===== config.mk =====
export PLATFORM = sky130hd
export DESIGN_NAME = pep_mmacc_gram_arb_flat
export DESIGN_NICKNAME = d
export VERILOG_FILES = /design/src/rtl/pep_mmacc_gram_arb_if.sv /design/src/rtl/pep_mmacc_gram_arb.sv /design/src/flat_wrapper.sv
export SDC_FILE = /design/constraint.sdc
export NUM_CORES = 1
export LEC_CHECK = 0
export CELL_PAD_IN_SITES_DETAIL_PLACEMENT = 0
export CELL_PAD_IN_SITES_GLOBAL_PLACEMENT = 1
export CORE_AREA = 5 5 161 163
export DETAILED_ROUTE_END_ITERATION = 10
export DIE_AREA = 0 0 166 168
export HOLD_SLACK_MARGIN = 0.06
export PLACE_DENSITY = 0.88
export RECOVER_POWER = 25
export SKIP_CTS_REPAIR_TIMING = 1
export SYNTH_ARGS = -nofsm -noshare
export SYNTH_HDL_FRONTEND = slang
export SYNTH_SLANG_ARGS = --single-unit
export TNS_END_PERCENT = 10

===== constraint.sdc =====
create_clock -name clk -period 10 [get_ports clk]
set_clock_uncertainty 0.1 [all_clocks]
set_input_delay 2.5 -clock clk [delete_from_list [all_inputs] [get_ports clk]]
set_output_delay 2.5 -clock clk [all_outputs]
set_load 0.02 [all_outputs]

===== src/rtl/pep_mmacc_gram_arb_if.sv =====
// Request/grant bundle between the MMACC GRAM requesters and the per-bank
// GRAM arbiter. Requesters drive the per-bank request vectors and the freeze
// control; the arbiter returns the packed one-hot grants and per-bank busy.
interface pep_mmacc_gram_arb_if #(
  parameter int GRAM_NB = 4
);
  localparam int GARB_AVAIL_1H_W = 6 * GRAM_NB;

  logic [GRAM_NB-1:0]         ldg_req;
  logic [GRAM_NB-1:0]         sxt_req;
  logic [GRAM_NB-1:0]         acc_wr_req;
  logic [GRAM_NB-1:0]         acc_rd_req;
  logic [GRAM_NB-1:0]         feed_dat_req;
  logic [GRAM_NB-1:0]         feed_rot_req;
  logic                       arb_freeze;
  logic [GARB_AVAIL_1H_W-1:0] garb_avail_1h;
  logic [GRAM_NB-1:0]         garb_busy;

  // Requester side: raises requests, observes grants.
  modport master (
    output ldg_req, sxt_req, acc_wr_req, acc_rd_req, feed_dat_req, feed_rot_req,
    output arb_freeze,
    input  garb_avail_1h, garb_busy
  );

  // Arbiter side: samples requests, issues grants.
  modport slave (
    input  ldg_req, sxt_req, acc_wr_req, acc_rd_req, feed_dat_req, feed_rot_req,
    input  arb_freeze,
    output garb_avail_1h, garb_busy
  );
endinterface


===== src/rtl/pep_mmacc_gram_arb.sv =====
// Per-GRAM-bank arbiter for the MMACC GLWE RAM. Each bank has its own
// round-robin arbiter over six requester classes with a bounded burst length:
// an owner keeps the bank while it requests, but once it has held it for
// MAX_BURST cycles while someone else waits, the bank is handed over.
// Grants are registered; there is no combinational path from req to grant.
module pep_mmacc_gram_arb #(
  parameter int GRAM_NB   = 4,
  parameter int MAX_BURST = 8,
  parameter int CNT_W     = $clog2(MAX_BURST + 1)
) (
  input  logic                  clk,
  input  logic                  a_rst_n,
  pep_mmacc_gram_arb_if.slave   arb_if
);

  localparam int NB_CLASS        = 6;
  localparam int GARB_AVAIL_1H_W = NB_CLASS * GRAM_NB;

  // Round-robin search: first set bit of req after ptr, wrapping over 0..5.
  // Returns {found, index}.
  function automatic logic [3:0] rr_pick(input logic [NB_CLASS-1:0] req,
                                         input logic [2:0]          ptr);
    logic [7:0] req8;
    logic [2:0] idx;
    logic [2:0] win;
    logic       found;
    req8  = {2'b00, req};
    idx   = ptr;
    win   = 3'd0;
    found = 1'b0;
    for (int i = 0; i < NB_CLASS; i++) begin
      if (idx >= 3'd5) begin
        idx = 3'd0;
      end else begin
        idx = idx + 3'd1;
      end
      if (!found && req8[idx]) begin
        found = 1'b1;
        win   = idx;
      end else begin
        found = found;
      end
    end
    return {found, win};
  endfunction

  logic [NB_CLASS-1:0]        req_s       [GRAM_NB];
  logic                       owner_vld_q [GRAM_NB];
  logic                       owner_vld_d [GRAM_NB];
  logic [2:0]                 owner_q     [GRAM_NB];
  logic [2:0]                 owner_d     [GRAM_NB];
  logic [CNT_W-1:0]           burst_cnt_q [GRAM_NB];
  logic [CNT_W-1:0]           burst_cnt_d [GRAM_NB];
  logic [2:0]                 rr_ptr_q    [GRAM_NB];
  logic [2:0]                 rr_ptr_d    [GRAM_NB];
  logic [GARB_AVAIL_1H_W-1:0] garb_avail_1h_q;
  logic [GARB_AVAIL_1H_W-1:0] garb_avail_1h_d;
  logic [GRAM_NB-1:0]         garb_busy_q;
  logic [GRAM_NB-1:0]         garb_busy_d;

  // Gather the six class requests of each bank, class index = bit position.
  always_comb begin
    for (int g = 0; g < GRAM_NB; g++) begin
      req_s[g] = {arb_if.feed_rot_req[g], arb_if.feed_dat_req[g],
                  arb_if.acc_rd_req[g],   arb_if.acc_wr_req[g],
                  arb_if.sxt_req[g],      arb_if.ldg_req[g]};
    end
  end

  // Per-bank next-state: idle pick, release handover, burst count, preemption.
  always_comb begin
    logic [NB_CLASS-1:0] others;
    logic [3:0]          pick;
    others = '0;
    pick   = 4'd0;
    for (int g = 0; g < GRAM_NB; g++) begin
      owner_vld_d[g] = owner_vld_q[g];
      owner_d[g]     = owner_q[g];
      burst_cnt_d[g] = burst_cnt_q[g];
      rr_ptr_d[g]    = rr_ptr_q[g];
      others         = req_s[g] & ~(6'b000001 << owner_q[g]);
      if (arb_if.arb_freeze) begin
        // Frozen: everything holds, requests are ignored.
        owner_vld_d[g] = owner_vld_q[g];
      end else if (!owner_vld_q[g]) begin
        pick = rr_pick(req_s[g], rr_ptr_q[g]);
        if (pick[3]) begin
          owner_vld_d[g] = 1'b1;
          owner_d[g]     = pick[2:0];
          rr_ptr_d[g]    = pick[2:0];
          burst_cnt_d[g] = CNT_W'(1);
        end else begin
          owner_vld_d[g] = 1'b0;
        end
      end else if (!req_s[g][owner_q[g]]) begin
        // Owner released: hand over without a bubble, or go idle.
        pick = rr_pick(others, rr_ptr_q[g]);
        if (pick[3]) begin
          owner_d[g]     = pick[2:0];
          rr_ptr_d[g]    = pick[2:0];
          burst_cnt_d[g] = CNT_W'(1);
        end else begin
          owner_vld_d[g] = 1'b0;
          burst_cnt_d[g] = '0;
        end
      end else if (others == 6'b000000) begin
        // Solo owner: keep the bank, counter saturates.
        if (burst_cnt_q[g] < CNT_W'(MAX_BURST)) begin
          burst_cnt_d[g] = burst_cnt_q[g] + CNT_W'(1);
        end else begin
          burst_cnt_d[g] = burst_cnt_q[g];
        end
      end else if (burst_cnt_q[g] < CNT_W'(MAX_BURST)) begin
        burst_cnt_d[g] = burst_cnt_q[g] + CNT_W'(1);
      end else begin
        // Burst exhausted with contention: preempt to the next RR class.
        pick = rr_pick(others, rr_ptr_q[g]);
        if (pick[3]) begin
          owner_d[g]     = pick[2:0];
          rr_ptr_d[g]    = pick[2:0];
          burst_cnt_d[g] = CNT_W'(1);
        end else begin
          burst_cnt_d[g] = burst_cnt_q[g];
        end
      end
    end
  end

  // Grant and busy are decoded from next state so they leave the block registered.
  always_comb begin
    garb_avail_1h_d = '0;
    garb_busy_d     = '0;
    for (int g = 0; g < GRAM_NB; g++) begin
      garb_busy_d[g] = owner_vld_d[g];
      if (owner_vld_d[g]) begin
        garb_avail_1h_d[int'(owner_d[g]) * GRAM_NB + g] = 1'b1;
      end else begin
        garb_busy_d[g] = 1'b0;
      end
    end
  end

  // State and output registers; async reset drops all grants at once.
  always_ff @(posedge clk or negedge a_rst_n) begin
    if (!a_rst_n) begin
      for (int g = 0; g < GRAM_NB; g++) begin
        owner_vld_q[g] <= 1'b0;
        owner_q[g]     <= 3'd0;
        burst_cnt_q[g] <= '0;
        rr_ptr_q[g]    <= 3'd5;
      end
      garb_avail_1h_q <= '0;
      garb_busy_q     <= '0;
    end else begin
      for (int g = 0; g < GRAM_NB; g++) begin
        owner_vld_q[g] <= owner_vld_d[g];
        owner_q[g]     <= owner_d[g];
        burst_cnt_q[g] <= burst_cnt_d[g];
        rr_ptr_q[g]    <= rr_ptr_d[g];
      end
      garb_avail_1h_q <= garb_avail_1h_d;
      garb_busy_q     <= garb_busy_d;
    end
  end

  assign arb_if.garb_avail_1h = garb_avail_1h_q;
  assign arb_if.garb_busy     = garb_busy_q;

endmodule


===== src/flat_wrapper.sv =====
// flat-port wrapper written by rule: the top's interface ports become plain ports
module pep_mmacc_gram_arb_flat 
#(
  parameter int GRAM_NB   = 4,
  parameter int MAX_BURST = 8,
  parameter int CNT_W     = $clog2(MAX_BURST + 1)
)
  (clk, a_rst_n, arb_if_ldg_req, arb_if_sxt_req, arb_if_acc_wr_req, arb_if_acc_rd_req, arb_if_feed_dat_req, arb_if_feed_rot_req, arb_if_arb_freeze, arb_if_garb_avail_1h, arb_if_garb_busy);
  pep_mmacc_gram_arb_if #(.GRAM_NB(GRAM_NB)) arb_if_i ();
  input  logic clk;
  input  logic a_rst_n;
  input wire logic [$bits(arb_if_i.ldg_req)-1:0] arb_if_ldg_req;
  input wire logic [$bits(arb_if_i.sxt_req)-1:0] arb_if_sxt_req;
  input wire logic [$bits(arb_if_i.acc_wr_req)-1:0] arb_if_acc_wr_req;
  input wire logic [$bits(arb_if_i.acc_rd_req)-1:0] arb_if_acc_rd_req;
  input wire logic [$bits(arb_if_i.feed_dat_req)-1:0] arb_if_feed_dat_req;
  input wire logic [$bits(arb_if_i.feed_rot_req)-1:0] arb_if_feed_rot_req;
  input wire logic [$bits(arb_if_i.arb_freeze)-1:0] arb_if_arb_freeze;
  output wire logic [$bits(arb_if_i.garb_avail_1h)-1:0] arb_if_garb_avail_1h;
  output wire logic [$bits(arb_if_i.garb_busy)-1:0] arb_if_garb_busy;
  assign arb_if_i.ldg_req = arb_if_ldg_req;
  assign arb_if_i.sxt_req = arb_if_sxt_req;
  assign arb_if_i.acc_wr_req = arb_if_acc_wr_req;
  assign arb_if_i.acc_rd_req = arb_if_acc_rd_req;
  assign arb_if_i.feed_dat_req = arb_if_feed_dat_req;
  assign arb_if_i.feed_rot_req = arb_if_feed_rot_req;
  assign arb_if_i.arb_freeze = arb_if_arb_freeze;
  assign arb_if_garb_avail_1h = arb_if_i.garb_avail_1h;
  assign arb_if_garb_busy = arb_if_i.garb_busy;
  pep_mmacc_gram_arb #(.GRAM_NB(GRAM_NB), .MAX_BURST(MAX_BURST), .CNT_W(CNT_W)) u_core (.clk(clk), .a_rst_n(a_rst_n), .arb_if(arb_if_i));
endmodule

## Word-level counts from Yosys, hierarchy flattened

Index checks and enable logic that the tools add are counted.

- ROM bits: 0
- Memories kept: 0
- Bits in latches: 0
- Input bits: 27
- Output and inout bits: 28
- Memory bits (writable): 0
- Register bits: 72

- Reduce and logical (&&, ||, !) cells: 140
- Eq/ne operators: 24
- Shift-type cells: 4
- Divide/modulo/power cells: 0
- Bitwise logic cells: 12
- Mux-type cells: 968
- Add/sub/neg operators: 71
- $mul: 0
- Order comparisons: 152

Operators with widths:

| cell | number |
|---|---|
| $mux W3 | 436 |
| $mux W1 | 420 |
| $lt A3 B4 Y1 const B | 76 |
| $bmux W1 S3 | 76 |
| $add A3 B1 Y3 const B | 64 |
| $ge A3 B3 Y1 const B | 64 |
| $mux W4 | 28 |
| $ge A32 B1 Y1 const B | 3 |
| $lt A32 B7 Y1 const B | 3 |
| $mux W24 | 3 |
| $or A24 B24 Y24 | 3 |
| $logic_and A1 B1 Y1 | 64 |
| $logic_not A1 Y1 | 60 |
| $ne A3 B3 Y1 const B | 16 |
| $ne A4 B4 Y1 const B | 8 |
| $and A6 B6 Y6 | 4 |
| $logic_not A6 Y1 | 4 |
| $not A6 Y6 | 4 |
| $reduce_and A6 Y1 | 4 |
| $shl A1 B3 Y6 const A | 4 |
| $mux W21 | 1 |
| $add A4 B1 Y4 const B | 4 |
| $lt A4 B4 Y1 const B | 4 |
| $reduce_and A4 Y1 | 4 |
| 8 further kinds | 14 |

## Depth between registers and ports, before layout

- Depth after elaboration: 73
- Mapped depth: 33

## Worst setup path before layout

No wires, ideal clock.

- Path type: register -> register
- Start point: reg u_core.rr_ptr_q[9] (netlist bit)
- End point: reg u_core.garb_avail_1h_q[12], in the netlist u_core.arb_if.garb_avail_1h[12]
- Data required time: 9.800 ns
- Stages on the path, launching flop included: 31
- Buffers on the path: 4
- Data arrival time: 7.036 ns
- Path slack: 2.764 ns
- Clock period less this slack: 7.236 ns
- Setup time: 0.100 ns
- Cells stage by stage: dfstp_2 -> ha_1 -> o21ai_1 -> nand2_1 -> inv_2 -> ha_1 -> clkbuf_1 -> o21ai_0 -> ha_1 -> nor2_1 -> a21oi_1 -> o32ai_4 -> inv_2 -> clkbuf_1 -> ha_1 -> clkbuf_1 -> nand2_1 -> ha_1 -> inv_1 -> a311o_1 -> inv_1 -> ha_1 -> clkbuf_1 -> o211ai_2 -> o21ai_1 -> or4_1 -> a2bb2oi_2 -> a211o_2 -> o221a_2 -> or4b_1 -> nor4bb_1

- Cells in the longest elaborated chain, start to end: 72
- Elaborated cells on any way between the ends: 295
- Classes of those cells: 16 x add/sub; 18 x order compare; 227 x mux; 3 x bitwise; 31 x reduce/logical

RTL lines:

| element | RTL line | text |
|---|---|---|
| start: declaration | pep_mmacc_gram_arb.sv:54 | `logic [2:0] rr_ptr_q [GRAM_NB];` |
| start signal: indexed assignment | pep_mmacc_gram_arb.sv:159 | `rr_ptr_q[g] <= rr_ptr_d[g];` |
| $add A3 B1 Y3 or $ge A3 B3 Y1 (tied branches) | pep_mmacc_gram_arb.sv:35, pep_mmacc_gram_arb.sv:32 |  |
| $mux W3 * | pep_mmacc_gram_arb.sv:32 | `if (idx >= 3'd5) begin` |
| parallel branches: the longest is 63 deep, another holds $add A3 B1 Y3 | n/a |  |
| $mux W21 * | pep_mmacc_gram_arb.sv:135 | `if (owner_vld_d[g]) begin` |
| $or A24 B24 Y24 (no line) | n/a |  |
| $mux W24 * | pep_mmacc_gram_arb.sv:135 |  |
| $or A24 B24 Y24 (no line) | n/a |  |
| $mux W24 * | pep_mmacc_gram_arb.sv:135 |  |
| $or A24 B24 Y24 (no line) | n/a |  |
| $mux W24 * | pep_mmacc_gram_arb.sv:135 |  |
| named net u_core.garb_avail_1h_d[12] | pep_mmacc_gram_arb.sv:57 | `logic [GARB_AVAIL_1H_W-1:0] garb_avail_1h_d;` |
| end signal: assignment | pep_mmacc_gram_arb.sv:161 | `garb_avail_1h_q <= garb_avail_1h_d;` |
| end: declaration | pep_mmacc_gram_arb.sv:56 | `logic [GARB_AVAIL_1H_W-1:0] garb_avail_1h_q;` |

Mark *: on every way through the listed nets, which the timed path passes. The select of a mux whose other input is x is not followed.
A chain may end at the register's enable or synchronous reset.

## Worst setup path in the final report

Same ends and word-level chain as after synthesis.

==> impl_metrics.tcl <==
set metrics [dict create \
    antenna_cells 0 \
    drv_cap 1 \
    finalNetCount 1583 \
    hold_path.class "reg -> reg" \
    pre_cts_slack_ns 1.92 \
    cpMostUsedCell "ha_1" \
    drive_above_1_share_pct 9.19 \
    post_drt_wl_per_cell_um 19.7 \
    clock-sinks 68 \
    grt_pass1_wl_um 58400 \
    die_y_um 168 \
    ios 55 \
    root_buffer "clkbuf_16" \
    fp.dieW_um 166 \
    cp_data_required_time_ns 10.13 \
    num_rows 57 \
    place_area_mm2 0.0119 \
    multiInputGateArea_mm2 0.00885 \
    grt.overflow.total 0 \
    first_pass_iters 6 \
    layout_common_cells "nand2_1, nor2_1, o21ai_0" \
    postLayoutSetupSlackWorst_ns 1.82 \
    yosysSeqAreaShare_pct 15.3 \
    regArea_mm2 0.00171 \
    ant_nets 0 \
    gp_congestion 0.950 \
    path_clk_slew_ns 0.06 \
    clk_latency_ns 0.33 \
    violations "capacitance limit, slew limit" \
    async_flop_share_pct 100 \
    htreeDepth 3 \
    final.min_clock_period_ns 8.18 \
    setup_viol 0 \
    synth.distinct_cells 121 \
    rsz0062_at_grt "false" \
    synth_edf_count 0 \
    crit_path_end_kind "register" \
    fillers 2339 \
    cp.arrival_ns 8.32 \
    drt-initial-drc-count 1409 \
    critPathKind "reg -> reg" \
    portBuffers 54 \
    reg2reg_setup_slack_ns 1.82 \
    first_global_vias 11100 \
    tightest_slew_ns 3.48 \
    die-area_mm2 0.0279 \
    final_common_cell "nand2_1" \
    crit_family "simple AND/OR/NAND/NOR gates" \
    start_util_pct 46.4 \
    dp_hpwl_um 27100 \
    routed_wl_um 36200 \
    synth_cells 1513 \
    min_period_over_period_pct 81.8 \
    netlist_area_mm2 0.0112 \
    core-area_mm2 0.0242 \
    cts.path.max_buffers 2 \
    status "complete, but fails checks" \
    startpoint_type "register" \
    yosys_most_used_dff "dfrtp_1" \
    grt_max_degree 69 \
    area_growth_pct 8.73 \
    cp_slowest_cell "o32ai_4" \
    design_area_mm2 0.0122 \
    slew_headroom_pct -132 \
    whs_ns 0.410 \
    vias_per_cell 6.73 \
    drc 0 \
    finalMaxSlewViolations 69 \
    gr-usage-all-layers_pct 24.4 \
    critPathMaxFanout 14 \
    synth_nets 1588 \
    syn_avg_cell_area_um2 7.42 \
    path_buf_inv 3 \
    ys_ff_latch 68 \
    cts_buffers 9 \
    fmax_mhz 122 \
    antenna_found_initial 0 \
    cts_tree "done" \
    finalSetupTns_ns 0 \
    critPathMaxStageDelay_ns 0.67 \
    synth_warnings 0 \
    hold_viol 0 \
    vias 12400 \
]
-- kinds of logic after synthesis --
kind of cell	share of synthesized area, %
XOR/XNOR	0.145
flip-flops	15.3
AND/OR/NAND/NOR	26.8
adder cells (fa/ha/maj)	5.35
buffers and inverters	5.83
multiplexers	8.49
AO/OA/AOI/OAI	38.1
-- per-stage QoR --
stage / cells / utilization, %
5_1_grt: 1837 / 50.5
4_1_cts: 1837 / 50.5
3_3_place_gp: 1821 / 49.1
2_1_floorplan: 1513 / -
3_5_place_dp: 1821 / 49.1
6_report: 1837 / 50.5
-- layer usage --
| layer | global-route usage, % | up-vias | wire length, um |
|---|---|---|---|
| li1 | - | 5860 | - |
| met1 | 35.3 | 5816 | 16100 |
| met2 | 38.4 | 616 | 15900 |
| met5 | 0 | - | 0 |
| met4 | 5.67 | 0 | 783 |
| met3 | 4.10 | 75 | 3410 |
-- registers in the layout, indices dropped and copies added, names as in the netlist --
register / count
u_core.arb_if.garb_avail_1h: 24
u_core.arb_if.garb_busy: 4
u_core.burst_cnt_q: 16
u_core.owner_q: 12
u_core.rr_ptr_q: 12
-- cell type report --
| type | count | area share, % |
|---|---|---|
| timing repair buffer | 58 | 4.63 |
| sequential | 68 | 14.0 |
| clock inverter | 7 | 0.800 |
| inverter | 91 | 2.80 |
| multi-input combinational | 1280 | 72.6 |
| tap | 324 | 3.32 |
| clock buffer | 9 | 1.85 |
-- Yosys cell counts (7+ instances only) --
cell type / n / area share, %
nand2_1: 126 / 4.2
nor2_1: 109 / 3.6
o21ai_0: 93 / 4.1
a21oi_1: 87 / 3.9
inv_1: 75 / 2.5
nand3_1: 69 / 3.1
dfrtp_1: 60 / 13
clkbuf_1: 59 / 2.0
nor3_1: 50 / 2.2
mux2i_1: 49 / 4.4
ha_1: 48 / 5.4
o21a_1: 37 / 2.5
nand2b_1: 30 / 1.7
o21ai_1: 29 / 1.3
a211oi_1: 27 / 1.8
a31oi_1: 24 / 1.3
o211ai_1: 24 / 1.6
or3_1: 22 / 1.2
a21o_1: 21 / 1.4
o22ai_1: 19 / 1.1
mux2_2: 18 / 1.8
and2_1: 17 / 0.95
and3_1: 16 / 0.89
nor2b_1: 16 / 0.89
o221ai_1: 16 / 1.2
o31ai_1: 16 / 1.1
a22oi_1: 14 / 0.94
nor3b_1: 14 / 0.94
inv_2: 13 / 0.43
nor4_1: 13 / 0.72
nand4_1: 12 / 0.67
o31a_1: 12 / 0.94
a211o_1: 11 / 0.86
mux4_2: 11 / 2.2
a21boi_0: 10 / 0.67
buf_2: 10 / 0.45
o2111ai_1: 10 / 0.78
dfstp_2: 8 / 1.9
nand3b_1: 8 / 0.54
o21bai_1: 8 / 0.54
or2_2: 8 / 0.45
o32ai_1: 7 / 0.55
-- worst reg2reg max path, stage by stage, from the launching register on --
cell       delay, ns
dfstp_2         0.63
ha_1            0.24
o21ai_1         0.12
nand2_1         0.29
inv_2           0.17
ha_1            0.48
o21ai_0         0.22
ha_1            0.27
nor2_1          0.14
a21oi_1         0.09
o32ai_4         0.67
inv_2           0.26
ha_1            0.62
nor2_1          0.14
a2111o_1        0.38
and4_1          0.29
nor2_4          0.21
inv_1           0.14
ha_1            0.42
o211ai_2        0.10
o21ai_1         0.08
or4_1           0.54
a2bb2oi_2       0.30
a211o_2         0.18
o221a_2         0.20
or4b_1          0.51
nor4bb_1        0.28
-- worst paths after layout --
check / startpoint / to / cells after the start
min in group asynchronous: a_rst_n / u_core.owner_q[3] / 1
worst min register to register: u_core.burst_cnt_q[14] / u_core.burst_cnt_q[14] / 1
max in group asynchronous: a_rst_n / u_core.owner_q[11] / 1
worst max-delay path: u_core.rr_ptr_q[9] / u_core.arb_if.garb_avail_1h[12] / 26
worst max register to register: u_core.rr_ptr_q[9] / u_core.arb_if.garb_avail_1h[12] / 26
worst min-delay path: u_core.burst_cnt_q[14] / u_core.burst_cnt_q[14] / 1
Power is not shown: default switching activity piles up to over one toggle a cycle in this logic, so the estimate is an artifact.
